$ cat src/rtl/div_recombine.sv
// Rebuilds dividend = quo*dvs + rem by repeated addition, one add per clock, with start/done handshake.
// Optional cross-check of the rebuilt value and remainder range when DIV_CHECK_EN is defined.
module div_recombine #(
  parameter int W = 8
) (
  input  logic         clk,
  input  logic         rstn,
  input  logic         start,
  input  logic [W-1:0] quo,
  input  logic [W-1:0] dvs,
  input  logic [W-1:0] rem,
`ifdef DIV_CHECK_EN
  input  logic [W-1:0] exp_dvd,
  output logic         mismatch,
  output logic         rem_err,
`endif
  output logic         busy,
  output logic         done,
  output logic [2*W:0] val
);

  typedef enum logic [1:0] {
    S_IDLE,
    S_ACC,
    S_DONE
  } state_t;

  state_t         r_state;
  state_t         w_next_state;
  logic [2*W:0]   r_acc;
  logic [W-1:0]   r_cnt;
  logic [W-1:0]   r_dvs;
  logic           r_busy;
  logic           r_done;
  logic [2*W:0]   r_val;
  logic [2*W:0]   w_sum;

  assign w_sum = r_acc + {{(W+1){1'b0}}, r_dvs};

  always_comb begin
    // NOTE: default assigned before the case so every path drives the signal; no latch is inferred.
    w_next_state = r_state;
    case (r_state)
      S_IDLE:  if (start) w_next_state = S_ACC;
      S_ACC:   if (r_cnt == '0) w_next_state = S_DONE;
      S_DONE:  w_next_state = S_IDLE;
      default: w_next_state = S_IDLE;
    endcase
  end

`ifdef DIV_CHECK_EN
  logic [W-1:0] r_exp;
  logic [W-1:0] r_rem;
  logic         r_mismatch;
  logic         r_rem_err;
`endif

  // NOTE: sequential state uses non-blocking assignments so all registers update from pre-edge values.
  always_ff @(posedge clk or negedge rstn) begin
    if (!rstn) begin
      r_state <= S_IDLE;
      r_acc   <= '0;
      r_cnt   <= '0;
      r_dvs   <= '0;
      r_busy  <= 1'b0;
      r_done  <= 1'b0;
      r_val   <= '0;
`ifdef DIV_CHECK_EN
      r_exp      <= '0;
      r_rem      <= '0;
      r_mismatch <= 1'b0;
      r_rem_err  <= 1'b0;
`endif
    end else begin
      r_state <= w_next_state;
      case (r_state)
        S_IDLE: begin
          if (start) begin
            r_dvs  <= dvs;
            r_acc  <= {{(W+1){1'b0}}, rem};
            // A zero divisor contributes nothing, so it finishes on the same schedule as quo==0.
            r_cnt  <= (dvs == '0) ? '0 : quo;
            r_busy <= 1'b1;
`ifdef DIV_CHECK_EN
            r_exp  <= exp_dvd;
            r_rem  <= rem;
`endif
          end
        end
        S_ACC: begin
          if (r_cnt != '0) begin
            r_acc <= w_sum;
            r_cnt <= r_cnt - 1'b1;
          end else begin
            r_val  <= r_acc;
            r_done <= 1'b1;
`ifdef DIV_CHECK_EN
            r_mismatch <= (r_acc != {{(W+1){1'b0}}, r_exp});
            r_rem_err  <= (r_dvs != '0) && (r_rem >= r_dvs);
`endif
          end
        end
        S_DONE: begin
          r_done <= 1'b0;
          r_busy <= 1'b0;
        end
        default: begin
          r_done <= 1'b0;
          r_busy <= 1'b0;
        end
      endcase
    end
  end

  assign busy = r_busy;
  assign done = r_done;
  assign val  = r_val;
`ifdef DIV_CHECK_EN
  assign mismatch = r_mismatch;
  assign rem_err  = r_rem_err;
`endif

endmodule

$ cat config.mk
export PLATFORM = sky130hd
export DESIGN_NAME = div_recombine
export DESIGN_NICKNAME = d
export VERILOG_FILES = /design/src/rtl/div_recombine.sv
export SDC_FILE = /design/constraint.sdc
export NUM_CORES = 1
export LEC_CHECK = 0
export BUFFER_PORTS_ARGS = -buffer_cell sky130_fd_sc_hd__buf_2
export CAP_MARGIN = 20
export CORE_MARGIN = 4
export CORE_UTILIZATION = 52
export CTS_BUF_LIST = sky130_fd_sc_hd__clkbuf_8
export CTS_CLUSTER_SIZE = 28
export DETAILED_ROUTE_END_ITERATION = 8
export HOLD_SLACK_MARGIN = 0.08
export PLACE_DENSITY = 0.78
export SETUP_SLACK_MARGIN = 0.3
export SLEW_MARGIN = 40
export SYNTH_ARGS = -nofsm -noshare
export SYNTH_HDL_FRONTEND = slang
export SYNTH_SLANG_ARGS = --single-unit
$ cat constraint.sdc
create_clock -name clk -period 1.9 [get_ports clk]
set_input_delay 0.19 -clock clk [delete_from_list [all_inputs] [get_ports clk]]
set_output_delay 0.19 -clock clk [all_outputs]
set_load 0.005 [all_outputs]
* Word level (Yosys, flattened, before mapping)
Index checks and enable logic that the tools add are counted.
** Cells by class
- Add/subtract/negate cells :: 2
- Reduce and logical (&&, ||, !) cells :: 11
- Mux-type cells :: 14
- Equal/unequal tests :: 5
- Bitwise operators :: 3
** Operator list (number)
- 2-to-1 mux 17 bit :: 2
- one-hot mux 17 bit (2 select lines) :: 1
- 2-to-1 mux 8 bit :: 3
- adder 17 x 8 -> 17 bit :: 1
- logical NOT 8 bit :: 2
- one-hot mux 8 bit (2 select lines) :: 1
- AND reduction 2 bit :: 5
- inequality test 2 bit (second input constant) :: 4
- nonzero test 8 bit :: 1
- subtractor 8 x 1 -> 8 bit (second input constant) :: 1
- 2-to-1 mux 2 bit :: 2
- one-hot mux 1 bit (2 select lines) :: 2
- one-hot mux 2 bit (2 select lines) :: 1
- inverter 1 bit :: 3
- AND reduction 3 bit :: 1
- == test 2 x 1 -> 1 bit (second input constant) :: 1
- logical NOT 2 bit :: 1
- 2-to-1 mux 1 bit :: 2
- nonzero test 2 bit :: 1
** Word-level totals
- Register bits :: 54
- Word-level logic and storage cells :: 42
- Bits of input ports :: 27
- Output and inout bits :: 19

* Depth between registers and ports, before layout
Gate-level depths: netlist (run 1).
- Depth after elaboration :: 4
- Mapped depth :: 9
- Mapped depth without buffers :: 8

* Worst setup path before layout (run 1)
OpenSTA, ideal clock, no wires.
- Path kind :: register to register
- Start point :: register r_acc[4]
- End point :: register r_acc[9]
- Buffers on the path :: 1
- Data required time :: 1775 ps
- Setup slack :: 18 ps
- Cell stages (with the launch flop) :: 7
- Clock period less this slack :: 1882 ps
- Setup time :: 125 ps
- Arrival time :: 1757 ps
- Cell sequence :: dfrtp_1 -> ha_1 -> clkbuf_1 -> and4_1 -> o2111ai_1 -> a21oi_1 -> mux2_2
** On the way
- Word-level cells in the longest chain between the ends :: 3
** Ends and longest elaborated chain
- start: declaration :: line 30 : logic [2*W:0] r_acc;
- start signal: assignment :: line 80 : r_acc <= {{(W+1){1'b0}}, rem};
- start signal: assignment :: line 92 : r_acc <= w_sum;
- adder 17 x 8 -> 17 bit :: line 38 : assign w_sum = r_acc + {{(W+1){1'b0}}, r_dvs};
- 2-to-1 mux 17 bit :: line 91 : if (r_cnt != '0) begin
- one-hot mux 17 bit (2 select lines) :: line 76 : case (r_state)
Every way passes these cells. The select of a mux whose other input is x is not followed.
A chain may end at the register's enable or synchronous reset.

* Final worst setup path (run 1)
- Start point :: register r_cnt[0]
- End point :: register r_acc[13]
** On the way
- Word-level cells in the longest chain between the ends :: 3
** Ends and longest elaborated chain
- start: declaration :: line 31 : logic [W-1:0] r_cnt;
- start signal: assignment :: line 82 : r_cnt <= (dvs == '0) ? '0 : quo;
- start signal: assignment :: line 93 : r_cnt <= r_cnt - 1'b1;
- nonzero test 8 bit :: line 91
- inequality test 2 bit (no source line)
- AND reduction 3 bit (no source line)
Every way passes these cells.

==> results of run 1 <==
## cell usage in the layout, fill, tap and decap left out, types with 2 or more instances in the layout
cell / count
dfrtp_1: 52
buf_2: 45
nand2_1: 43
buf_4: 28
mux2_4: 15
nor2_1: 14
a21oi_1: 14
inv_1: 9
a21oi_2: 8
o21ai_2: 8
ha_4: 8
o21ai_0: 7
a31oi_1: 6
nor2_2: 5
nand3_1: 5
o21ai_1: 5
clkbuf_8: 5
nor2_4: 4
nand2b_1: 4
buf_12: 4
nand2_8: 3
mux2_2: 3
nand4_1: 3
xnor2_1: 3
or3_1: 3
nor4_1: 3
a32oi_1: 3
a22oi_1: 3
a211oi_2: 3
mux2i_1: 3
or3_4: 3
dlygate4sd3_1: 3
inv_2: 2
a21oi_4: 2
xor2_1: 2
clkbuf_16: 2
buf_6: 2
dfrtp_2: 2
## flip-flops by register name, indices dropped and copies added (netlist names)
signal / cells
val: 17
r_cnt: 8
busy: 1
r_dvs: 8
r_state: 2
r_acc: 17
done: 1
## stage by stage
stage / utilization [%] / cell area [µm²] / total power, mW
2_1_floorplan: - / 2840 / 4.14
3_3_place_gp: 62.6 / 3200 / 4.81
3_5_place_dp: 62.6 / 3200 / 4.90
4_1_cts: 70.1 / 3580 / 6.15
5_1_grt: 76.7 / 3920 / 7.58
6_report: 76.7 / 3920 / 7.15
## logic make-up (layout without fill, tap and decap cells)
logic type,after synthesis,in the layout,synth area share (%)
buf+inv,22,102,3.15
xor+xnor,5,5,1.60
flops,54,54,49.3
mux,21,21,8.50
fa+ha+maj,10,10,4.84
simple gates,98,100,16.5
compound gates,70,70,16.0
## layer usage
metal | track usage (%) | share of wire (%)
met5 | 0 | 0
met4 | 8.61 | 2.6
met3 | 4.82 | 6.4
met2 | 39.7 | 50
met1 | 31.4 | 41
## power by group through the flow
stage,Sequential (mW),Clock (mW),Combinational (mW)
finish,2.07,0.625,4.46
global placement,1.98,0,2.83
floorplan,1.93,0,2.21
CTS,2.02,0.627,3.50
global route,2.11,0.677,4.79
detailed placement,2.00,0,2.91
## synth_stat cells, drive strengths merged, types with 2 or more instances
cell	count	area (µm²)
o21ai	20	100
mux2	18	203
nor4	3	18.8
o221ai	2	23.8
nand3	6	30.0
xnor2	3	26.3
inv	11	41.3
nand2b	4	25.0
nand4	3	18.8
a211oi	4	42.5
xor2	2	17.5
or3	6	37.5
a31oi	7	43.8
clkbuf	7	26.3
nand2	45	171
nor2	23	91.3
mux2i	3	30.0
dfrtp	54	1350
a21oi	24	124
a22oi	3	22.5
buf	4	18.8
a32oi	3	26.3
ha	9	113
## how the worst max path moves through the flow
stage | start | end | cells after the start
floorplan | r_acc[4] | r_acc[9] | 6
global placement | r_acc[1] | r_acc[9] | 6
detailed placement | r_acc[0] | r_acc[16] | 7
CTS | r_dvs[0] | r_acc[14] | 7
global route | r_dvs[4] | r_acc[9] | 6
finish | r_cnt[0] | r_acc[13] | 9
## cell type report
type                       instances  area [µm²]  share of cell area, %
sequential                        54        1350                   34.5
inverter                          11        48.8                   1.25
clock buffer                       5        68.8                   1.76
timing repair buffer              84         618                   15.8
multi-input combinational        206        1730                   44.2
clock inverter                     2        11.3                  0.287
tap                               70        87.6                   2.23
## tightest hold or removal path: stages
cell and delay (ns):
buf_2 0.09, nand2_1 0.04, nand2_1 0.04
## timing repair
item                       in CTS  in global routing
hold buffers                    3                  0
setup endpoints to repair      42                 43
gates cloned                    2                  2
pin swaps                      16                 13
buffers inserted               11                 10
resized for setup              31                 62
hold endpoints to repair       25                  0
==> metrics, run 1 <==
CP max-delay cell=dfrtp_1; CTS tree=done; Pint=4.03 mW; vias in the first global route=2438; share of cells above drive strength 1=45.9%; clock sink count=54; TritonCTS buffer count=5; cell family with most CP delay=compound AO/OA/AOI/OAI gates; clock buffer depth=2; Peak Freq=526 MHz; status=finished, violations left; Vias=2574; MaxCap Viol Count=0; Mapped Cells=280; RR Startpoint=r_cnt[0]; DP HPWL=4420 µm; Final ANT Viol Nets=0; CTS root buf=clkbuf_8; Pins Over Slew Limit=0; crit path buf inv count=3; Yosys cell types=45; Endpoint, Worst Hold=r_dvs[6]; Global Route Usage Sum=24.1%; Worst-Skew Late Latency=0.32 ns; NumNets Final=399; Core Box Area=5110 µm²; hold slack=0.0814 ns; Top FF cell, synth=dfrtp_1; kind of start point of the critical path=flop; Initial Util=53.6%; Fin. Hold Viols=0; R2R cell count=9; setup TNS=-0.00234 ns; Leakage Power=1.80 nW; skew final=0.0143 ns; hold depth=3; Synth Warn #=0; Mean Syn Cell Area=9.78 µm²; setup ws final=-0.00234 ns; Routed WL=8320 µm; worst slack, placed=-0.0188 ns; first-pass GRT wire length=11900 µm; DR WL/cell=19.3 µm; crit end category=flop; Combinational Power Share=62.4%; Tmin final=1.90 ns; Switching Share=43.7%; worst setup path category=reg2reg; Placer Congestion=0.885; H-tree Lvls=2; P_sw=3.13 mW; actual slew at the worst max-slew pin=0.578 ns; Inst Count DP=397; total grt overflow=0; critical path data arrival time=2.11 ns; R2R Setup Slk=-0.002 ns; Req. time, crit path=2.10 ns; Non-Filler Instances=432; Yosys reg bits=54; crit-path most repeated cell=buf_4; critical-path cell list=inv_2 > ha_4 > nor3b_4 > a21oi_4 > buf_4 > buf_4 > o211ai_1 > a21oi_1 > mux2i_1; Mapped Area=2740 µm²; die height=80.6 µm; Hold Crit Start=dvs[6]; Post-synth EDFFs=0; antenna cell count=0; Setup violations, final=1; num ports=46; Area Growth Syn to Fin=43.1%; largest net degree at the start of global routing=32; Pwr Density=1820 nW/µm²; Worst Hold Class=in2reg; fin crit share=100%; initial antenna violation count=0; initial drt markers=199; fillers=315; register area share after synthesis=49.3%; Worst path max stage delay=0.40 ns; Clock transition at path regs=0.10 ns; worst-case vdd ir drop=0.000971 V; Die Width=80.6 µm; FP Rows=26; Clock Power Share=8.7%; share of power burned in registers=28.9%; first-pass detailed-route iteration total=5; FF-to-FF End=r_acc[13]; area of the die=6490 µm²; Synth Net Count=317; largest fanout on the critical path=5; Post-synth ARST share=100%; Slew Limit Headroom=61.5%; DR vias/cell=5.96; failing checks=negative setup slack; RSZ-0062 raised after global routing=true; DRC=0; port buffer count=45
No activity file was read; power rests on OpenSTA's default activity.
==> inputs of run 2 (changes only) <==
- PLACE_DENSITY: 0.78 -> 0.75
- SKIP_CTS_REPAIR_TIMING: default -> 1
==> run 2 against run 1 <==
Against the previous run:
- final cell count shrank 0.69%
- critical endpoint is now r_acc[14]
- largest power group unchanged
- combinational power is essentially flat
- count of clock-buffer cells in the layout grew 1
- clock power grew 29%
- critical path type unchanged
- the run now ends clean
==> metrics, run 2 (synthesized netlist as in run 1, its figures left out) <==
status=finished, final reports clean; setup TNS=0 ns; area of the die=6490 µm²; num ports=46; design area=3900 µm²; CP max-delay cell=dfrtp_1; die height=80.6 µm; Placer Congestion=0.910; Pins Over Slew Limit=0; Req. time, crit path=2.14 ns; vias in the first global route=2313; Initial Util=53.6%; skew final=0.0162 ns; DP HPWL=4550 µm; clock buffer depth=2; Worst path max stage delay=0.38 ns; first-pass GRT wire length=10800 µm; Final ANT Viol Nets=0; cell family with most CP delay=simple AND/OR/NAND/NOR gates; NumNets Final=396; Pwr Density=1890 nW/µm²; initial antenna violation count=0; Die Width=80.6 µm; most frequent cells in the layout=54 x dfrtp_1, 45 x buf_2, 42 x nand2_1, 27 x buf_4; Setup violations, final=0; DR vias/cell=5.88; Leakage Power=1.76 nW; Worst-Skew Late Latency=0.32 ns; port buffer count=45; hold depth=3; CTS root buf=clkbuf_8; Worst Hold Class=in2reg; worst-case vdd ir drop=0.00105 V; Peak Freq=527 MHz; crit end category=flop; largest net degree at the start of global routing=55; Slew Limit Headroom=54.2%; CTS tree=done; critical path data arrival time=2.14 ns; RSZ-0062 raised after global routing=true; dpl cell area=3190 µm²; initial drt markers=219; total grt overflow=0; grt met2 use=35.3%; DRC=0; Vias=2521; Core Box Area=5110 µm²; GR peak layer=met2; share of cells above drive strength 1=46.2%; antenna cell count=0; H-tree Lvls=2; MaxCap Viol Count=0; Clock transition at path regs=0.10 ns; grt met3 use=2.80%; clock sink count=54; FP Rows=26; Routed WL=8070 µm; Area Growth Syn to Fin=42.4%; DR WL/cell=18.8 µm; Global Route Usage Sum=21.5%; largest fanout on the critical path=8; kind of start point of the critical path=flop; met1 GRT Util=29.3%; worst setup path category=reg2reg; Fin. Hold Viols=0; Tmin final=1.90 ns; first-pass detailed-route iteration total=5; critical-path cell list=inv_2 > ha_4 > nor3b_4 > a21oi_4 > buf_4 > o221ai_4 > or3_1 > a21oi_1; crit path buf inv count=2; WP depth=8; commonest non-fill, non-tap cell in the layout=dfrtp_1; fillers=326; fin crit share=99.9%; actual slew at the worst max-slew pin=0.687 ns; TritonCTS buffer count=5; R2R cell count=8
[run 2: path summary, 6_finish.rpt]
path | slack (ns) | start | to
worst max-delay path | 0.002 | r_cnt[0] | r_acc[14]
worst min-delay path | 0.09 | dvs[7] | r_dvs[7]
worst max register to register | 0.002 | r_cnt[0] | r_acc[14]
worst min register to register | 0.51 | val[6] | val[6]
max in group asynchronous | 0.91 | rstn | val[3]
min in group asynchronous | 0.53 | rstn | r_cnt[1]
[run 2: metal layers]
layer	vias up	part of all wire (%)
li1	1159	-
met1	1236	40
met2	102	50
met3	24	6.6
met4	0	3.8
met5	-	0
[run 2: where the power goes]
part / leakage (nW) / internal [mW] / total, mW / switching [mW]
Sequential: 0.683 / 1.62 / 2.08 / 0.464
Combinational: 1.02 / 2.15 / 4.48 / 2.34
Clock: 0.0573 / 0.422 / 0.804 / 0.381
[run 2: layout make-up]
type	instances	area (µm²)	area share [%]
clock inverter	1	30.0	0.770
clock buffer	6	82.6	2.12
sequential	54	1350	34.6
tap	70	87.6	2.25
multi-input combinational	207	1720	44.2
inverter	11	53.8	1.38
timing repair buffer	79	559	14.3
timing repair inverter	1	11.3	0.289
[run 2: worst register-to-register path: cells and delay by family, from the launching register on]
kind                       cells  cell delay [ns]
AOI/OAI and AO/OA              3             0.51
adders and majority gates      1             0.16
buffers and inverters          2             0.23
and+or+nand+nor                2             0.53
DFF                            1             0.38
[run 2: per-stage QoR]
stage | util (%) | std cells | power, mW | hold WS [ns] | setup slack [ns]
3_5_place_dp | 62.5 | 398 | 4.99 | 0.365 | -0.0531
4_1_cts | 64.7 | 405 | 5.77 | 0.0290 | -0.0609
2_1_floorplan | - | 280 | 4.14 | -0.106 | 0.120
5_1_grt | 76.4 | 429 | 7.83 | 0.0921 | -0.0925
6_report | 76.4 | 429 | 7.37 | 0.0871 | 0.00204
3_3_place_gp | 62.5 | 398 | 4.85 | 0.355 | -0.0274
